===== src/rtl/jelly_bean_pkg.sv =====
// Shared types for the jelly bean arbiter: bus commands, tastes, field widths and arbiter states.
package jelly_bean_pkg;

  localparam int FLAVOR_W = 3;
  localparam int COLOR_W  = 2;
  localparam int CNT_W    = 3;

  typedef enum logic [1:0] {
    NO_OP = 2'd0,
    READ  = 2'd1,
    WRITE = 2'd2
  } command_e;

  typedef enum logic [1:0] {
    UNKNOWN = 2'd0,
    YUMMY   = 2'd1,
    YUCKY   = 2'd2
  } taste_e;

  typedef enum logic [1:0] {
    IDLE  = 2'd0,
    ISSUE = 2'd1,
    WAIT  = 2'd2,
    RESP  = 2'd3
  } arb_state_e;

  typedef struct packed {
    logic [FLAVOR_W-1:0] flavor;
    logic [COLOR_W-1:0]  color;
    logic                sugar_free;
    logic                sour;
    command_e            command;
  } jb_req_t;

endpackage


===== src/rtl/jelly_bean_arbiter_rr_picker.sv =====
// Combinational round-robin picker: first set request after last_i, wrapping modulo N.
module rr_picker #(
  parameter int N   = 4,
  parameter int IDW = $clog2(N)
) (
  input  logic [N-1:0]   req_i,
  input  logic [IDW-1:0] last_i,
  output logic [N-1:0]   grant_o,
  output logic [IDW-1:0] idx_o,
  output logic           any_o
);

  logic [IDW-1:0] cand;

  always_comb begin
    grant_o = '0;
    idx_o   = '0;
    any_o   = 1'b0;
    cand    = '0;
    for (int k = 1; k <= N; k++) begin
      cand = IDW'((int'(last_i) + k) % N);
      if (!any_o && req_i[cand]) begin
        any_o         = 1'b1;
        grant_o[cand] = 1'b1;
        idx_o         = cand;
      end
    end
  end

endmodule


===== src/rtl/jelly_bean_arbiter.sv =====
// Round-robin arbiter sharing one jelly bean slave among NUM_REQ requesters;
// one transaction in flight at a time, READ taste is returned to the granted requester.
module jelly_bean_arbiter
  import jelly_bean_pkg::*;
#(
  parameter int NUM_REQ  = 4,
  parameter int RESP_LAT = 1,
  parameter int IDW      = $clog2(NUM_REQ)
) (
  input  logic                         clk,
  input  logic                         rst,
  input  logic [NUM_REQ-1:0]           req_valid_i,
  output logic [NUM_REQ-1:0]           req_ready_o,
  input  logic [NUM_REQ*FLAVOR_W-1:0]  req_flavor_i,
  input  logic [NUM_REQ*COLOR_W-1:0]   req_color_i,
  input  logic [NUM_REQ-1:0]           req_sugar_free_i,
  input  logic [NUM_REQ-1:0]           req_sour_i,
  input  logic [NUM_REQ*2-1:0]         req_command_i,
  output logic                         rsp_valid_o,
  output logic [IDW-1:0]               rsp_id_o,
  output logic [1:0]                   rsp_taste_o,
  output logic [FLAVOR_W-1:0]          jb_flavor_o,
  output logic [COLOR_W-1:0]           jb_color_o,
  output logic                         jb_sugar_free_o,
  output logic                         jb_sour_o,
  output logic [1:0]                   jb_command_o,
  input  logic [1:0]                   jb_taste_i
);

  arb_state_e       state_q, state_d;
  logic [IDW-1:0]   last_q, last_d;
  logic [IDW-1:0]   id_q, id_d;
  logic [CNT_W-1:0] cnt_q, cnt_d;
  jb_req_t          bus_q, bus_d;
  logic             rsp_valid_q, rsp_valid_d;
  logic [IDW-1:0]   rsp_id_q, rsp_id_d;
  taste_e           rsp_taste_q, rsp_taste_d;

  logic [NUM_REQ-1:0] pick_grant;
  logic [IDW-1:0]     pick_idx;
  logic               pick_any;

  logic [FLAVOR_W-1:0] win_flavor;
  logic [COLOR_W-1:0]  win_color;
  logic                win_sugar_free;
  logic                win_sour;
  logic [1:0]          win_command;

  rr_picker #(
    .N   (NUM_REQ),
    .IDW (IDW)
  ) u_pick (
    .req_i   (req_valid_i),
    .last_i  (last_q),
    .grant_o (pick_grant),
    .idx_o   (pick_idx),
    .any_o   (pick_any)
  );

  assign win_flavor     = req_flavor_i[int'(pick_idx)*FLAVOR_W +: FLAVOR_W];
  assign win_color      = req_color_i[int'(pick_idx)*COLOR_W +: COLOR_W];
  assign win_sugar_free = req_sugar_free_i[pick_idx];
  assign win_sour       = req_sour_i[pick_idx];
  assign win_command    = req_command_i[int'(pick_idx)*2 +: 2];

  always_comb begin
    state_d     = state_q;
    last_d      = last_q;
    id_d        = id_q;
    cnt_d       = cnt_q;
    bus_d       = bus_q;
    rsp_valid_d = 1'b0;
    rsp_id_d    = rsp_id_q;
    rsp_taste_d = rsp_taste_q;
    req_ready_o = '0;
    unique case (state_q)
      IDLE: begin
        if (pick_any && !rst) begin
          req_ready_o = pick_grant;
          last_d      = pick_idx;
          // NO_OP and the reserved code are consumed here without touching the bus.
          if (win_command == READ || win_command == WRITE) begin
            bus_d.flavor     = win_flavor;
            bus_d.color      = win_color;
            bus_d.sugar_free = win_sugar_free;
            bus_d.sour       = win_sour;
            bus_d.command    = command_e'(win_command);
            id_d             = pick_idx;
            state_d          = ISSUE;
          end
        end
      end
      ISSUE: begin
        bus_d.command = NO_OP;
        cnt_d         = CNT_W'(1);
        state_d       = (bus_q.command == READ) ? WAIT : IDLE;
      end
      WAIT: begin
        if (cnt_q == CNT_W'(RESP_LAT)) begin
          rsp_taste_d = taste_e'(jb_taste_i);
          rsp_id_d    = id_q;
          rsp_valid_d = 1'b1;
          state_d     = RESP;
        end else begin
          cnt_d = cnt_q + CNT_W'(1);
        end
      end
      RESP: begin
        state_d = IDLE;
      end
      default: begin
        state_d = IDLE;
      end
    endcase
  end

  always_ff @(posedge clk or posedge rst) begin
    if (rst) begin
      state_q     <= IDLE;
      last_q      <= IDW'(NUM_REQ - 1);
      id_q        <= '0;
      cnt_q       <= '0;
      bus_q       <= '0;
      rsp_valid_q <= 1'b0;
      rsp_id_q    <= '0;
      rsp_taste_q <= UNKNOWN;
    end else begin
      state_q     <= state_d;
      last_q      <= last_d;
      id_q        <= id_d;
      cnt_q       <= cnt_d;
      bus_q       <= bus_d;
      rsp_valid_q <= rsp_valid_d;
      rsp_id_q    <= rsp_id_d;
      rsp_taste_q <= rsp_taste_d;
    end
  end

  assign rsp_valid_o     = rsp_valid_q;
  assign rsp_id_o        = rsp_id_q;
  assign rsp_taste_o     = rsp_taste_q;
  assign jb_flavor_o     = bus_q.flavor;
  assign jb_color_o      = bus_q.color;
  assign jb_sugar_free_o = bus_q.sugar_free;
  assign jb_sour_o       = bus_q.sour;
  assign jb_command_o    = bus_q.command;

endmodule


===== config.mk =====
export PLATFORM = sky130hd
export DESIGN_NAME = jelly_bean_arbiter
export DESIGN_NICKNAME = d
export VERILOG_FILES = /design/src/rtl/jelly_bean_pkg.sv /design/src/rtl/jelly_bean_arbiter_rr_picker.sv /design/src/rtl/jelly_bean_arbiter.sv
export SDC_FILE = /design/constraint.sdc
export NUM_CORES = 1
export LEC_CHECK = 0
export CORE_MARGIN = 2
export CORE_UTILIZATION = 52
export CTS_BUF_LIST = sky130_fd_sc_hd__clkbuf_8
export CTS_CLUSTER_DIAMETER = 120
export DETAILED_ROUTE_END_ITERATION = 6
export PLACE_DENSITY = 0.88
export SLEW_MARGIN = 10
export SYNTH_ARGS = -nofsm -noshare
export SYNTH_HDL_FRONTEND = slang
export SYNTH_HIERARCHICAL = 1
export SYNTH_SLANG_ARGS = --single-unit

===== constraint.sdc =====
create_clock -name clk -period 7.4 [get_ports clk]
set_input_delay 2.22 -clock clk [delete_from_list [all_inputs] [get_ports clk]]
set_output_delay 2.22 -clock clk [all_outputs]
set_load 0.05 [all_outputs]

Word level (Yosys, flattened, before mapping)
Index checks and enable logic that the tools add are counted.
{"block": "word_totals", "regBits": 23, "inputBits": 44}
{"block": "op_classes", "addsub": 5, "mul": 1, "order_cmp": 9, "n_eq_ne": 11, "shift": 3, "n_mux": 46, "bitwise": 3, "reduce_logical": 22}
{"op": "$mux W4", "count": 6}
{"op": "$mux W2", "count": 10}
{"op": "$mux W1", "count": 16}
{"op": "$shiftx A8 B4 Y2", "count": 2}
{"op": "$lt A2 B3 Y1 const B", "count": 5}
{"op": "$bmux W1 S2", "count": 6}
{"op": "$or A4 B4 Y4", "count": 3}
{"op": "$shiftx A12 B5 Y3", "count": 1}
{"op": "$reduce_and A3 Y1", "count": 3}
{"op": "$demux W1 S2", "count": 4}
{"op": "$ge A2 B1 Y1 const B", "count": 4}
{"op": "$logic_and A1 B1 Y1", "count": 8}
{"op": "$ne A2 B2 Y1 const B", "count": 4}
{"op": "$pmux W2 S4", "count": 1}
{"op": "$eq A2 B1 Y1 const B", "count": 3}
{"op": "$eq A2 B2 Y1 const B", "count": 3}
{"op": "$pmux W3 S2", "count": 1}
{"op": "$reduce_and A2 Y1", "count": 3}
{"op": "$add A2 B1 Y2 const B", "count": 2}
{"op": "$add A2 B2 Y2 const B", "count": 2}
{"op": "$logic_not A1 Y1", "count": 4}
{"op": "$mul A2 B2 Y4 const B", "count": 1}
{"op": "$pmux W2 S2", "count": 1}
{"op": "$reduce_bool A2 Y1", "count": 2}
{"op": "5 further kinds", "count": 5}

Depth between registers and ports, before layout
Gate-level depths: netlist of the first run.
{"block": "logic_depth", "word_depth": 19, "depth_mapped": 13, "mapped_depth_nobuf": 10}

Modules after synthesis
The synthesis of the first run kept the hierarchy.
{"mod": "jelly_bean_arbiter", "instances": 1, "cells_per_inst": 106, "area_each_um2": 1355.0}
{"mod": "rr_picker", "instances": 1, "cells_per_inst": 86, "area_each_um2": 629.4}

Worst setup path before layout of the first run
OpenSTA, ideal clock, no wires.
{"block": "synth_timing", "kind": "input to output", "start": "input port req_valid_i[1]", "end": "output port req_ready_o[0]", "t_arrival_ps": 3905, "t_required_ps": 5180, "path_slack_ps": 1275, "stages": 6, "n_path_buf": 1, "cell_sequence": "buf_2 > mux4_2 > or3_1 > a21oi_1 > a2111o_1 > and2_1"}
{"block": "synth_via", "word_cells_on_any_way": 28, "cone_classes": "mux (18); bitwise (3); reduce/logical (7)"}
{"element": "start: declaration", "line_no": "jelly_bean_arbiter.sv:12", "source": "input logic [NUM_REQ-1:0] req_valid_i,"}
{"element": "$bmux W1 S2", "line_no": "jelly_bean_arbiter_rr_picker.sv:22", "source": "if (!any_o && req_i[cand]) begin"}
{"element": "$mux W1 (not written as such)", "line_no": "jelly_bean_arbiter_rr_picker.sv:22"}
{"element": "$mux W1", "line_no": "jelly_bean_arbiter_rr_picker.sv:22"}
{"element": "$logic_not A1 Y1", "line_no": "jelly_bean_arbiter_rr_picker.sv:22"}
{"element": "$logic_and A1 B1 Y1", "line_no": "jelly_bean_arbiter_rr_picker.sv:22"}
{"element": "$mux W1", "line_no": "jelly_bean_arbiter_rr_picker.sv:22"}
{"element": "$logic_not A1 Y1", "line_no": "jelly_bean_arbiter_rr_picker.sv:22"}
{"element": "$logic_and A1 B1 Y1", "line_no": "jelly_bean_arbiter_rr_picker.sv:22"}
{"element": "$mux W1", "line_no": "jelly_bean_arbiter_rr_picker.sv:22"}
{"element": "$logic_not A1 Y1", "line_no": "jelly_bean_arbiter_rr_picker.sv:22"}
{"element": "$logic_and A1 B1 Y1", "line_no": "jelly_bean_arbiter_rr_picker.sv:22"}
{"element": "$mux W4 (*)", "line_no": "jelly_bean_arbiter_rr_picker.sv:22"}
{"element": "via pick_grant[0]", "line_no": "jelly_bean_arbiter.sv:39", "source": "logic [NUM_REQ-1:0] pick_grant;"}
{"element": "$mux W4 (*)", "line_no": "jelly_bean_arbiter.sv:78", "source": "if (pick_any && !rst) begin"}
{"element": "$mux W4 (*)", "line_no": "jelly_bean_arbiter.sv:76", "source": "unique case (state_q)"}
{"element": "end: declaration", "line_no": "jelly_bean_arbiter.sv:13", "source": "output logic [NUM_REQ-1:0] req_ready_o,"}
The timed path passes the listed nets; every way through them passes the cells marked *. The select of a mux whose other input is x is not followed.

Worst setup path after layout of the first run
{"block": "layout_timing", "start": "input port req_valid_i[0]", "end": "output port req_ready_o[0]"}
The elaborated chain is that of the path after synthesis.

==> flow_summary.yaml, run 1 <==
logic_synthesis:
  synth_edf_count: 0
  ys_ff_latch: 23
  synth_seq_area_share_pct: 29.1
  syn_area_um2: 1980
  syn_area_per_cell_um2: 10.3
  synth.area.top_cells: "dfrtp_1 (26%), mux4_2 (12%), mux2_2 (7.9%)"
  syn_nets: 246
  synthCells: 192
  yosys.area.top_type: "dfrtp_1"
  async_reset_ff_share_pct: 100
  synth-main-ff-cell: "dfrtp_1"
  synth_top_area_share_pct: 26.5
  yosys_warnings: 6
  synth.distinct_cells: 49
die:
  rows: 22
  fp.dieH_um: 65.8
  die_area_um2: 4330
  start_util_pct: 54.2
  coreArea_um2: 3660
  io_pins: 62
  fp.dieW_um: 65.8
worst_hold_path:
  hp-class: "reg -> reg"
final_layout:
  multiInputGateArea_um2: 1260
  area_delta_synth_final_pct: 32.0
  fin_nets: 301
  drive_above_1_share_pct: 18.7
  fin_util_pct: 71.6
  fillers: 270
  antennaDiodeCount: 0
  ff_latch_area_um2: 578
global_route:
  grt_pass1_wl_um: 7660
  grt_usage_pct: 22.9
  grt_max_degree: 26
  grt.overflow.total: 0
  first_global_vias: 1692
  grt_antenna_before_repair: 0
clock_tree:
  ctsResizeCount: 0
  cts.sinks: 23
  htreeDepth: 1
  cts_setup_buffers: 0
  hold_buffers: 0
  cts_buffers: 3
  clk_pin_slew_worst_paths_ps: 70
  clkLatencyLatePin_ps: 260
  clockRootBuffer: "clkbuf_8"
  cts_tree: "yes"
  cts_buffer_depth: 2
power:
  peakVddDrop_mv: 0.255
  leakagePower_uw: 0.00105
  pwr_density_cell_nw_per_um2: 414
timing:
  drv_slew: 0
  fin_crit_sh_pct: 90.9
  tightest_slew_ps: 979
  fin_worst_skew_ps: 7.34
  fmax_mhz: 149
  setup_viol: 0
  rsz0062_at_grt: "false"
  period_needed_ps: 6720
  slew_headroom_pct: 34.7
  hold_violations: 0
  finalSetupTns_ps: 0
route:
  dr.pass1.iters: 5
  route.detailed.drc: 0
  vias_per_cell: 5.98
  wl_per_cell_um: 15.5
  vias: 1759
  route.final.wire_length_um: 4550
  drtIter0Drc: 115
  ant_nets: 0
flow_run:
  cap_violations: 0
place:
  finalWeightedCongestion: 0.842
  hpwl_um: 3670
  portBuffers: 61
setup_path:
  crit_required_ps: 5180
  critPathKind: "in -> out"
  crit_fanout: 16
  start_kind: "primary input"
  crit_arrival_ps: 4500
  cp-end-kind: "primary output"
status:
  outcome: "completed"
worst paths after layout:
kind                           startpoint              end  slack (ps)  cells after the start
min reg2reg                 jb_color_o[0]    jb_color_o[0]         520                      1
max reg2reg                     last_q[0]  jb_command_o[1]        3300                     10
min                         jb_color_o[0]    jb_color_o[0]         520                      1
max                        req_valid_i[0]   req_ready_o[0]         680                      7
min in group asynchronous             rst         cnt_q[1]        2520                      2
max in group asynchronous             rst   jb_flavor_o[1]        4320                      2
per-stage QoR:
| step | cells | area (um2) | hold WS [ps] | worst slack (ps) | power [uW] |
|---|---|---|---|---|---|
| floorplan | 192 | 1980 | 473 | 1280 | 829 |
| global placement | 290 | 2570 | 490 | 788 | 990 |
| CTS | 294 | 2620 | 524 | 708 | 1090 |
| global route | 294 | 2620 | 538 | 583 | 1160 |
| detailed placement | 290 | 2570 | 502 | 712 | 1010 |
| finish | 294 | 2620 | 518 | 676 | 1080 |
layer usage:
layer	GRT usage (%)	vias up	wire, um
li1	-	836	-
met1	29.2	837	1840
met2	38.6	80	2300
met3	5.45	6	336
met4	6.51	0	63
met5	0	-	0
cells in the final DEF, fill, tap and decap left out, drive strengths merged, types with 3 or more instances in the layout:
cell | netlist | final
a31oi | 6 | 6
inv | 15 | 15
and2 | 4 | 4
clkdlybuf4s50 | 0 | 57
nor3 | 4 | 4
nand4 | 7 | 7
dfrtp | 21 | 21
a2111o | 4 | 4
nand2 | 10 | 10
o31ai | 4 | 4
mux2 | 14 | 14
clkbuf | 6 | 3
buf | 7 | 6
ha | 10 | 10
mux4 | 11 | 11
mux2i | 5 | 5
o21ai | 10 | 10
or3 | 4 | 4
a21oi | 7 | 7
nor2 | 7 | 7
xnor2 | 4 | 4
a211oi | 3 | 3
sequential cells by signal (all words and copies together) (netlist names), named ones only:
signal and count:
cnt_q 3, id_q 2, jb_color_o 2, jb_command_o 2, jb_flavor_o 3, jb_sour_o 1
jb_sugar_free_o 1, last_q 2, rsp_id_o 2, rsp_taste_o 2, rsp_valid_o 1, state_q 1
Yosys cell counts (all sizes together) (3+ instances only):
cell / instances
mux2i: 5
a21oi: 7
clkbuf: 6
inv: 15
mux2: 14
nand2: 10
dfrtp: 21
mux4: 11
or3: 4
o21ai: 10
and2: 4
a211oi: 3
a31oi: 6
a2111o: 4
nor2: 7
xnor2: 4
o31ai: 4
ha: 10
nor3: 4
nand4: 7
buf: 7
kinds of logic after synthesis:
group,Yosys count,share of synthesized area [%]
compound gates,47,17.3
xor+xnor,4,1.77
buf+inv,28,7.50
flops,23,29.1
fa+ha+maj,10,6.31
simple gates,50,15.0
mux,30,23.0
cell type report:
type | instances | area share (%)
Sequential cell | 23 | 22.1
Timing Repair Buffer | 63 | 23.5
Clock buffer | 3 | 1.58
Clock inverter | 1 | 0.191
Multi-Input combinational cell | 141 | 48.2
Inverter | 15 | 2.15
Tap cell | 48 | 2.29
where the power goes:
| part | switching [uW] | internal [uW] |
|---|---|---|
| combinational | 426 | 332 |
| clock | 39.1 | 37.6 |
| sequential | 64.8 | 184 |
| total | 530 | 554 |
critical path: stages:
cell             delay [ps]
clkdlybuf4s50_1         590
mux4_2                  690
or3_1                   390
a21oi_1                 170
a2111o_1                130
and2_1                  110
buf_4                   190
No activity file was read; power rests on OpenSTA's default activity.
==> inputs of run 2 (changes only) <==
REMOVE_ABC_BUFFERS = 1   (was unset)
==> flow_summary.yaml, run 2 (same netlist as run 1, synthesis figures left out) <==
setup_path:
  crit_fanout: 16
  r2r_start: "last_q[0]"
  rrSetupSlack_ps: 3270
  critPathKind: "in -> out"
  cp_num_buf_inv: 2
  r2r_end: "jb_command_o[1]"
  cp_slowest_cell: "mux4_2"
  start_kind: "primary input"
  crit_required_ps: 5180
  slowest_delay_ps: 680
  crit_family: "buffers and inverters"
  worstRegToRegCells: 9
  crit_arrival_ps: 4450
  crit_chain: "clkdlybuf4s50_1, mux4_2, or3_1, a21oi_1, a2111o_1, and2_1, buf_4"
  cp-end-kind: "primary output"
flow_run:
  cap_violations: 0
route:
  vias: 1742
  dr.pass1.iters: 4
  route.detailed.drc: 0
  drtIter0Drc: 125
  ant_nets: 0
  vias_per_cell: 5.93
  wl_per_cell_um: 15.9
  route.final.wire_length_um: 4660
timing:
  setup_viol: 0
  period_needed_ps: 6670
  finalSetupTns_ps: 0
  rsz0062_at_grt: "false"
  slew_headroom_pct: 32.4
  drv_slew: 0
  fmax_mhz: 150
  hold_violations: 0
  fin_worst_skew_ps: 3.93
  fin_hold_ws_ps: 523
  tightest_slew_ps: 1010
  fin_crit_sh_pct: 90.1
global_route:
  grt_max_degree: 26
  grt_usage_pct: 24.0
  grt_pass1_wl_um: 8020
  grt_antenna_before_repair: 0
  grt.overflow.total: 0
  first_global_vias: 1702
clock_tree:
  cts.sinks: 23
  ctsResizeCount: 0
  clk_pin_slew_worst_paths_ps: 80
  htreeDepth: 1
  cts_buffers: 3
  clockRootBuffer: "clkbuf_8"
  hold_buffers: 0
  cts_buffer_depth: 2
  cts_tree: "yes"
  cts_setup_buffers: 0
  clkLatencyLatePin_ps: 270
final_layout:
  mostFrequentLayoutCells: "clkdlybuf4s50_1 (57), dfrtp_1 (21), inv_1 (15)"
  drive_above_1_share_pct: 18.7
  fin_nets: 301
  antennaDiodeCount: 0
  fin_util_pct: 71.6
  mostFrequentLayoutCell: "clkdlybuf4s50_1"
  area_delta_synth_final_pct: 32.0
power:
  p_sw_share_pct: 49.1
  pwr_density_cell_nw_per_um2: 415
  p_int_uw: 554
  peakVddDrop_mv: 0.233
  leakagePower_uw: 0.00105
  combPwrFrac_pct: 69.8
  p_total_uw: 1090
  p_clk_share_pct: 7.3
  p_seq_share_pct: 22.8
  p_sw_uw: 534
worst_hold_path:
  hold_depth: 1
  hp-class: "reg -> reg"
  min-delay-start: "jb_sugar_free_o"
  holdPathEnd: "jb_sugar_free_o"
place:
  portBuffers: 61
  hpwl_um: 3690
  finalWeightedCongestion: 0.923
die:
  rows: 22
  io_pins: 62
  coreArea_um2: 3660
  fp.dieH_um: 65.8
  fp.dieW_um: 65.8
  die_area_um2: 4330
  start_util_pct: 54.2
status:
  outcome: "completed"
run 2: cell counts in the layout (fill, tap and decap cells not counted):
No cell type changed its count.
run 2: worst max-delay path by stage:
stage	start	to	slack, ps	cells after the start
after floorplan	req_valid_i[1]	req_ready_o[1]	1350	5
after global placement	req_valid_i[0]	req_ready_o[3]	780	7
after detailed placement	req_valid_i[0]	req_ready_o[3]	730	7
after CTS	req_valid_i[0]	req_ready_o[1]	730	7
after global routing	req_valid_i[2]	req_ready_o[1]	580	7
final	req_valid_i[0]	req_ready_o[1]	730	7
run 2: layout make-up:
class                      count  area (um2)
clock buffer                   3        41.3
clock inverter                 1        5.00
fill                         267        1040
inverter                      15        56.3
multi-input combinational    141        1260
sequential                    23         578
tap                           48        60.1
timing repair buffer          63         616
run 2: metal layers:
metal | up-vias | share of wire [%] | global-route usage [%]
met4 | 0 | 1.3 | 5.99
met1 | 823 | 43 | 32.2
li1 | 836 | - | -
met5 | - | 0 | 0
met3 | 6 | 8.0 | 5.45
met2 | 77 | 48 | 39.4
run 2: power by group through the flow:
stage | logic [uW] | clock network [uW] | registers (uW)
after floorplan | 423 | 0 | 366
after global placement | 744 | 0 | 246
after detailed placement | 757 | 0 | 250
after CTS | 764 | 79.2 | 248
after global routing | 817 | 86.0 | 258
final | 760 | 80.0 | 249
run 2: per-stage QoR:
step / setup slack (ps) / instance area (um2) / cells
after global routing: 578 / 2620 / 294
after detailed placement: 733 / 2570 / 290
after floorplan: 1350 / 1890 / 179
final: 729 / 2620 / 294
after global placement: 777 / 2570 / 290
after CTS: 735 / 2620 / 294
==> inputs of run 3 (changes only) <==
ABC_CLOCK_PERIOD_IN_PS = 7400   (was unset)
CTS_CLUSTER_SIZE = 8   (was unset)
==> results of run 3 <==
Same layout as run 2: the final DEF is identical, and so are final timing and power.
